[config.mk]
export PLATFORM = sky130hd
export DESIGN_NAME = emissor_instrucao
export DESIGN_NICKNAME = d
export VERILOG_FILES = /design/src/rtl/emissor_instrucao_pkg.sv /design/src/rtl/emissor_instrucao_empacota.sv /design/src/rtl/emissor_instrucao.sv
export SDC_FILE = /design/constraint.sdc
export NUM_CORES = 1
export LEC_CHECK = 0
export ABC_AREA = 1
export CAP_MARGIN = 10
export CORE_MARGIN = 1
export CORE_UTILIZATION = 48
export DETAILED_ROUTE_END_ITERATION = 8
export PLACE_DENSITY = 0.92
export SLEW_MARGIN = 40
export SYNTH_ARGS = -nofsm -noshare
export SYNTH_HDL_FRONTEND = slang
export SYNTH_SLANG_ARGS = --single-unit
[constraint.sdc]
create_clock -name clk -period 1.9 [get_ports clk]
set_input_delay 0.285 -clock clk [delete_from_list [all_inputs] [get_ports clk]]
set_output_delay 0.285 -clock clk [all_outputs]
set_load 0.05 [all_outputs]
[src/rtl/emissor_instrucao_pkg.sv]
// Instruction word layout and FSM state encoding. The instruction decoder
// uses these same constants.
package pkg_instrucao;

  localparam int INSTR_W = 32;

  localparam int OPC_MSB  = 31;
  localparam int OPC_LSB  = 28;
  localparam int LIN_MSB  = 27;
  localparam int LIN_LSB  = 25;
  localparam int COL_MSB  = 24;
  localparam int COL_LSB  = 22;
  localparam int DADO_MSB = 21;
  localparam int DADO_LSB = 6;
  localparam int ID_MSB   = 5;
  localparam int ID_LSB   = 4;

  localparam int OPC_W  = OPC_MSB - OPC_LSB + 1;
  localparam int LIN_W  = LIN_MSB - LIN_LSB + 1;
  localparam int COL_W  = COL_MSB - COL_LSB + 1;
  localparam int DADO_W = DADO_MSB - DADO_LSB + 1;
  localparam int ID_W   = ID_MSB - ID_LSB + 1;

  typedef enum logic {
    OCIOSO   = 1'b0,
    VARRENDO = 1'b1
  } estado_t;

endpackage

[src/rtl/emissor_instrucao_empacota.sv]
// Purely combinational field-to-word packer: the single place where the
// instruction layout is applied. Bits [3:0] are always zero.
module empacota_instrucao
  import pkg_instrucao::*;
(
  input  logic [OPC_W-1:0]   opcode,
  input  logic [LIN_W-1:0]   linha,
  input  logic [COL_W-1:0]   coluna,
  input  logic [DADO_W-1:0]  dado,
  input  logic [ID_W-1:0]    id_matriz,
  output logic [INSTR_W-1:0] palavra
);

  always_comb begin
    palavra                    = '0;
    palavra[OPC_MSB:OPC_LSB]   = opcode;
    palavra[LIN_MSB:LIN_LSB]   = linha;
    palavra[COL_MSB:COL_LSB]   = coluna;
    palavra[DADO_MSB:DADO_LSB] = dado;
    palavra[ID_MSB:ID_LSB]     = id_matriz;
  end

endmodule

[src/rtl/emissor_instrucao.sv]
// Issues coprocessor instruction words over valid/ready; sweep mode expands one
// command into one word per matrix cell in row-major order.
module emissor_instrucao
  import pkg_instrucao::*;
#(
  parameter int unsigned LIN_MAX = 4,
  parameter int unsigned COL_MAX = 4
) (
  input  logic               clk,
  input  logic               rst_n,
  input  logic               cmd_valid,
  output logic               cmd_ready,
  input  logic [OPC_W-1:0]   cmd_opcode,
  input  logic [LIN_W-1:0]   cmd_linha,
  input  logic [COL_W-1:0]   cmd_coluna,
  input  logic [DADO_W-1:0]  cmd_dado,
  input  logic [ID_W-1:0]    cmd_id_matriz,
  input  logic               cmd_varredura,
  output logic               instr_valid,
  input  logic               instr_ready,
  output logic [INSTR_W-1:0] instr,
  output logic               ocupado
);

  if (LIN_MAX > 7 || COL_MAX > 7) begin : g_param_invalido
    $error("emissor_instrucao: LIN_MAX and COL_MAX must be in 0..7");
  end

  localparam logic [LIN_W-1:0] LIN_LIM   = LIN_W'(LIN_MAX);
  localparam logic [COL_W-1:0] COL_LIM   = COL_W'(COL_MAX);
  localparam bit               CELULA_UNICA = (LIN_MAX == 0) && (COL_MAX == 0);

  estado_t             estado;
  logic [LIN_W-1:0]    linha_q, linha_nx;
  logic [COL_W-1:0]    coluna_q, coluna_nx;
  logic [OPC_W-1:0]    opcode_q;
  logic [DADO_W-1:0]   dado_q;
  logic [ID_W-1:0]     id_q;
  logic                aceita, entrega, ultima;

  logic [OPC_W-1:0]    pk_opcode;
  logic [LIN_W-1:0]    pk_linha;
  logic [COL_W-1:0]    pk_coluna;
  logic [DADO_W-1:0]   pk_dado;
  logic [ID_W-1:0]     pk_id;
  logic [INSTR_W-1:0]  palavra;

  assign cmd_ready = (estado == OCIOSO) && (!instr_valid || instr_ready);
  assign aceita    = cmd_valid && cmd_ready;
  assign entrega   = instr_valid && instr_ready;
  assign ultima    = (linha_q == LIN_LIM) && (coluna_q == COL_LIM);
  assign ocupado   = (estado == VARRENDO) || instr_valid;

  always_comb begin
    coluna_nx = coluna_q + 1'b1;
    linha_nx  = linha_q;
    if (coluna_q == COL_LIM) begin
      coluna_nx = '0;
      linha_nx  = linha_q + 1'b1;
    end
  end

  // A new command takes priority; otherwise the packer builds the next sweep cell.
  always_comb begin
    if (aceita) begin
      pk_opcode = cmd_opcode;
      pk_dado   = cmd_dado;
      pk_id     = cmd_id_matriz;
      pk_linha  = cmd_varredura ? '0 : cmd_linha;
      pk_coluna = cmd_varredura ? '0 : cmd_coluna;
    end else begin
      pk_opcode = opcode_q;
      pk_dado   = dado_q;
      pk_id     = id_q;
      pk_linha  = linha_nx;
      pk_coluna = coluna_nx;
    end
  end

  empacota_instrucao u_empacota (
    .opcode    (pk_opcode),
    .linha     (pk_linha),
    .coluna    (pk_coluna),
    .dado      (pk_dado),
    .id_matriz (pk_id),
    .palavra   (palavra)
  );

  always_ff @(posedge clk or negedge rst_n) begin
    if (!rst_n) begin
      estado      <= OCIOSO;
      instr_valid <= 1'b0;
      instr       <= '0;
      linha_q     <= '0;
      coluna_q    <= '0;
    end else if (aceita) begin
      instr       <= palavra;
      instr_valid <= 1'b1;
      if (cmd_varredura) begin
        linha_q  <= '0;
        coluna_q <= '0;
        estado   <= CELULA_UNICA ? OCIOSO : VARRENDO;
      end
    end else if (entrega) begin
      if (estado == VARRENDO && !ultima) begin
        instr    <= palavra;
        linha_q  <= linha_nx;
        coluna_q <= coluna_nx;
      end else begin
        instr_valid <= 1'b0;
        estado      <= OCIOSO;
      end
    end
  end

  // Fields held constant across a sweep; pure data, so no reset.
  always_ff @(posedge clk) begin
    if (aceita) begin
      opcode_q <= cmd_opcode;
      dado_q   <= cmd_dado;
      id_q     <= cmd_id_matriz;
    end
  end

endmodule

==> run metrics, run 1 <==
outcome=finished clean; clock slew at reported path FFs=70 ps; number of port buffers=63; synth unique cells=23; Post-Synth XOR/XNOR Area=0.003521; Synth Area in Compound Gates=0.01006; most common cell after layout, fill and taps aside=nand2_1; setup ws final=91.90 ps; Via Count=2134; Cell Area, Synth=0.002487 sq mm; FF+latch count, synth=58; dpl hpwl=3897 um; Final Hold Viols=0; Simple-Gate Fraction of Synth Area=0.3415; Initial Utilization=0.5130; Detailed Routing Iterations Pass 1=4; GRT busiest layer=met2; H-tree levels=3; Syn Inst Count=316; TritonCTS clock tree=built; Setup TNS=0 ps; Inst Count DP=437; crit path max-delay cell type=clkdlybuf4s50_1; first-pass GRT wire length=9439 um; core area=0.004848 sq mm; Final min period=1808 ps; crit path DAT=1520 ps; crit-path cells=clkdlybuf4s50_1; Slew @ Worst Pin=501.4 ps; slowest stage delay, CP=810 ps; Setup WS pre-CTS=160.8 ps; vias in the first global route=2109; total grt overflow=0; delay-heaviest family, CP=buffers and inverters; Die Y=73.99 um; Power Density=1800 mW/mm^2; max-cap violations=0; relative slew slack=0.6647; Pwr Total=5.968 mW; CP Launch Type=flip-flop; row cnt=25; Ports=68; Fmax=553.1 MHz; Final Cycle Share=0.9516; die area=0.005474 sq mm; sum of buffers and inverters on the critical path=1; final setup fails=0; Inserted Clock Buffers=9; Layout Area Growth over Synthesis=33.30%; post-DR wirelength/cell=12.63 um; mux cell area share after synthesis=0; min-delay worst type=input port to asynchronous set/reset pin; Layout Nets=419; layout cell share with drive strength beyond 1=0.08527; Root Driver=clkbuf_8; Critical Path Sink Type=output pin; drt initial violations=162; data required time of the critical path=1620 ps; maximum vdd drop=932.8 uV; Leak=1.747 nW; Die Wd=73.99 um; global placer's final weighted congestion=0.8040; Clock Sinks=58; diode count=0; Vias per Instance=4.700; initial antenna violation count=0; met1 GRT Util=0.2866; clk_lat worst skew=330 ps; final setup skew=8.575 ps; Synth Warn #=0; peak fanout along the critical path=2; met3 Use GR=0.05420; largest family of logic cells by synthesized area=simple AND/OR/NAND/NOR gates; RSZ-0062 raised after global routing=false; fill count=415; worst setup path start=instr[21]; kind of critical path=flip-flop to output pin; Max Root-Sink Buffers=2; most frequent cells in the layout=188 x nand2_1, 59 x clkdlybuf4s50_1, 36 x dfrtp_1, 22 x dfxtp_1, 16 x inv_1; gr usage total=0.2333; M2 GR Usage=0.3869; worst hold margin=452.5 ps; Synth Area in Adders=0.02012; max-slew violation count=0; largest net degree at the start of global routing=37; non-filler cells in the finished layout=454; sequential area share after synthesis=0.5392; final WL=5734 um; Mean Syn Cell Area=7.871 sq um; FF-to-FF Start=coluna_q[0]; DRC=0; DRT antenna net count=0
==> sequential cells by signal, summed over array words and instances, names as in the netlist <==
name	flops
estado	1
coluna_q	3
id_q	2
opcode_q	4
instr	28
instr_valid	1
dado_q	16
linha_q	3
==> power by group <==
part | switching (mW) | internal [mW] | leakage, nW
sequential | 0.256 | 1.76 | 0.650
combinational | 1.98 | 0.953 | 1.01
clock | 0.510 | 0.507 | 0.0847
==> metal layers <==
metal / wire, um / vias up
met3: 254 / 11
met1: 2446 / 982
met4: 110 / 0
li1: - / 1068
met5: 0 / -
met2: 2923 / 73
==> layout make-up <==
cell class,instances,area [sq um],area share
sequential,58,1341,0.4045
multi-input combinational,226,948.4,0.2860
timing repair buffer,67,683.2,0.2060
clock buffer,10,137.6,0.04151
tap,67,83.83,0.02528
inverter,20,80.08,0.02415
clock inverter,6,41.29,0.01245
==> synthesized netlist by cell type (all sizes together) <==
library cell / count / area (sq um)
dfrtp: 36 / 900.9
conb: 1 / 3.750
xor2: 1 / 8.760
o21ai: 5 / 25.02
dfxtp: 22 / 440.4
ha: 4 / 50.05
nor2: 6 / 22.52
nand3: 11 / 72.57
buf: 15 / 128.9
inv: 20 / 80.08
nand4: 1 / 6.260
or2: 2 / 12.52
nand2: 192 / 735.7
==> logic make-up after synthesis <==
kind of cell	after synthesis
fa+ha+maj	4
buf+inv	35
flops	58
simple gates	212
xor+xnor	1
other cells	1
compound gates	5
==> stage by stage <==
| stage | area, sq um | util |
|---|---|---|
| 5_1_grt | 3316 | 0.6839 |
| 6_report | 3316 | 0.6839 |
| 4_1_cts | 3301 | 0.6808 |
| 3_5_place_dp | 3122 | 0.6439 |
| 2_1_floorplan | 2499 | - |
| 3_3_place_gp | 3122 | 0.6439 |
==> worst reg2reg max path: cells and delay by family, from the launching register on <==
kind                       cells  cell delay, ps
adders and majority gates      1             220
buffers and inverters          2             140
DFF                            1             390
and+or+nand+nor                7             890
==> final timing paths <==
| check | endpoint | slack [ps] | cells after the start |
|---|---|---|---|
| hold / removal | coluna_q[1] | 450 | 2 |
| setup reg to reg | linha_q[2] | 170 | 10 |
| max in group asynchronous | instr[23] | 1110 | 2 |
| setup / recovery | instr[21] | 90 | 1 |
| hold reg to reg | dado_q[0] | 450 | 2 |
| min in group clk | dado_q[0] | 450 | 2 |
==> repair_timing <==
action / in CTS / in global routing
endpoints found under the setup margin: 0 / 1
resized for setup: 0 / 1
hold endpoints to repair: 0 / 36
hold buffers: 0 / 1
setup buffers: 0 / 0
Power figures use the tool's default switching activity.
==> inputs of run 2 (changes only) <==
--- a/config.mk
+++ b/config.mk
@@ -6,6 +6,7 @@
 export NUM_CORES = 1
 export LEC_CHECK = 0
 export ABC_AREA = 1
+export ABC_CLOCK_PERIOD_IN_PS = 1900
 export CAP_MARGIN = 10
 export CORE_MARGIN = 1
 export CORE_UTILIZATION = 48
==> results of run 2 <==
Final layout, timing and power as in run 1 (identical DEF).
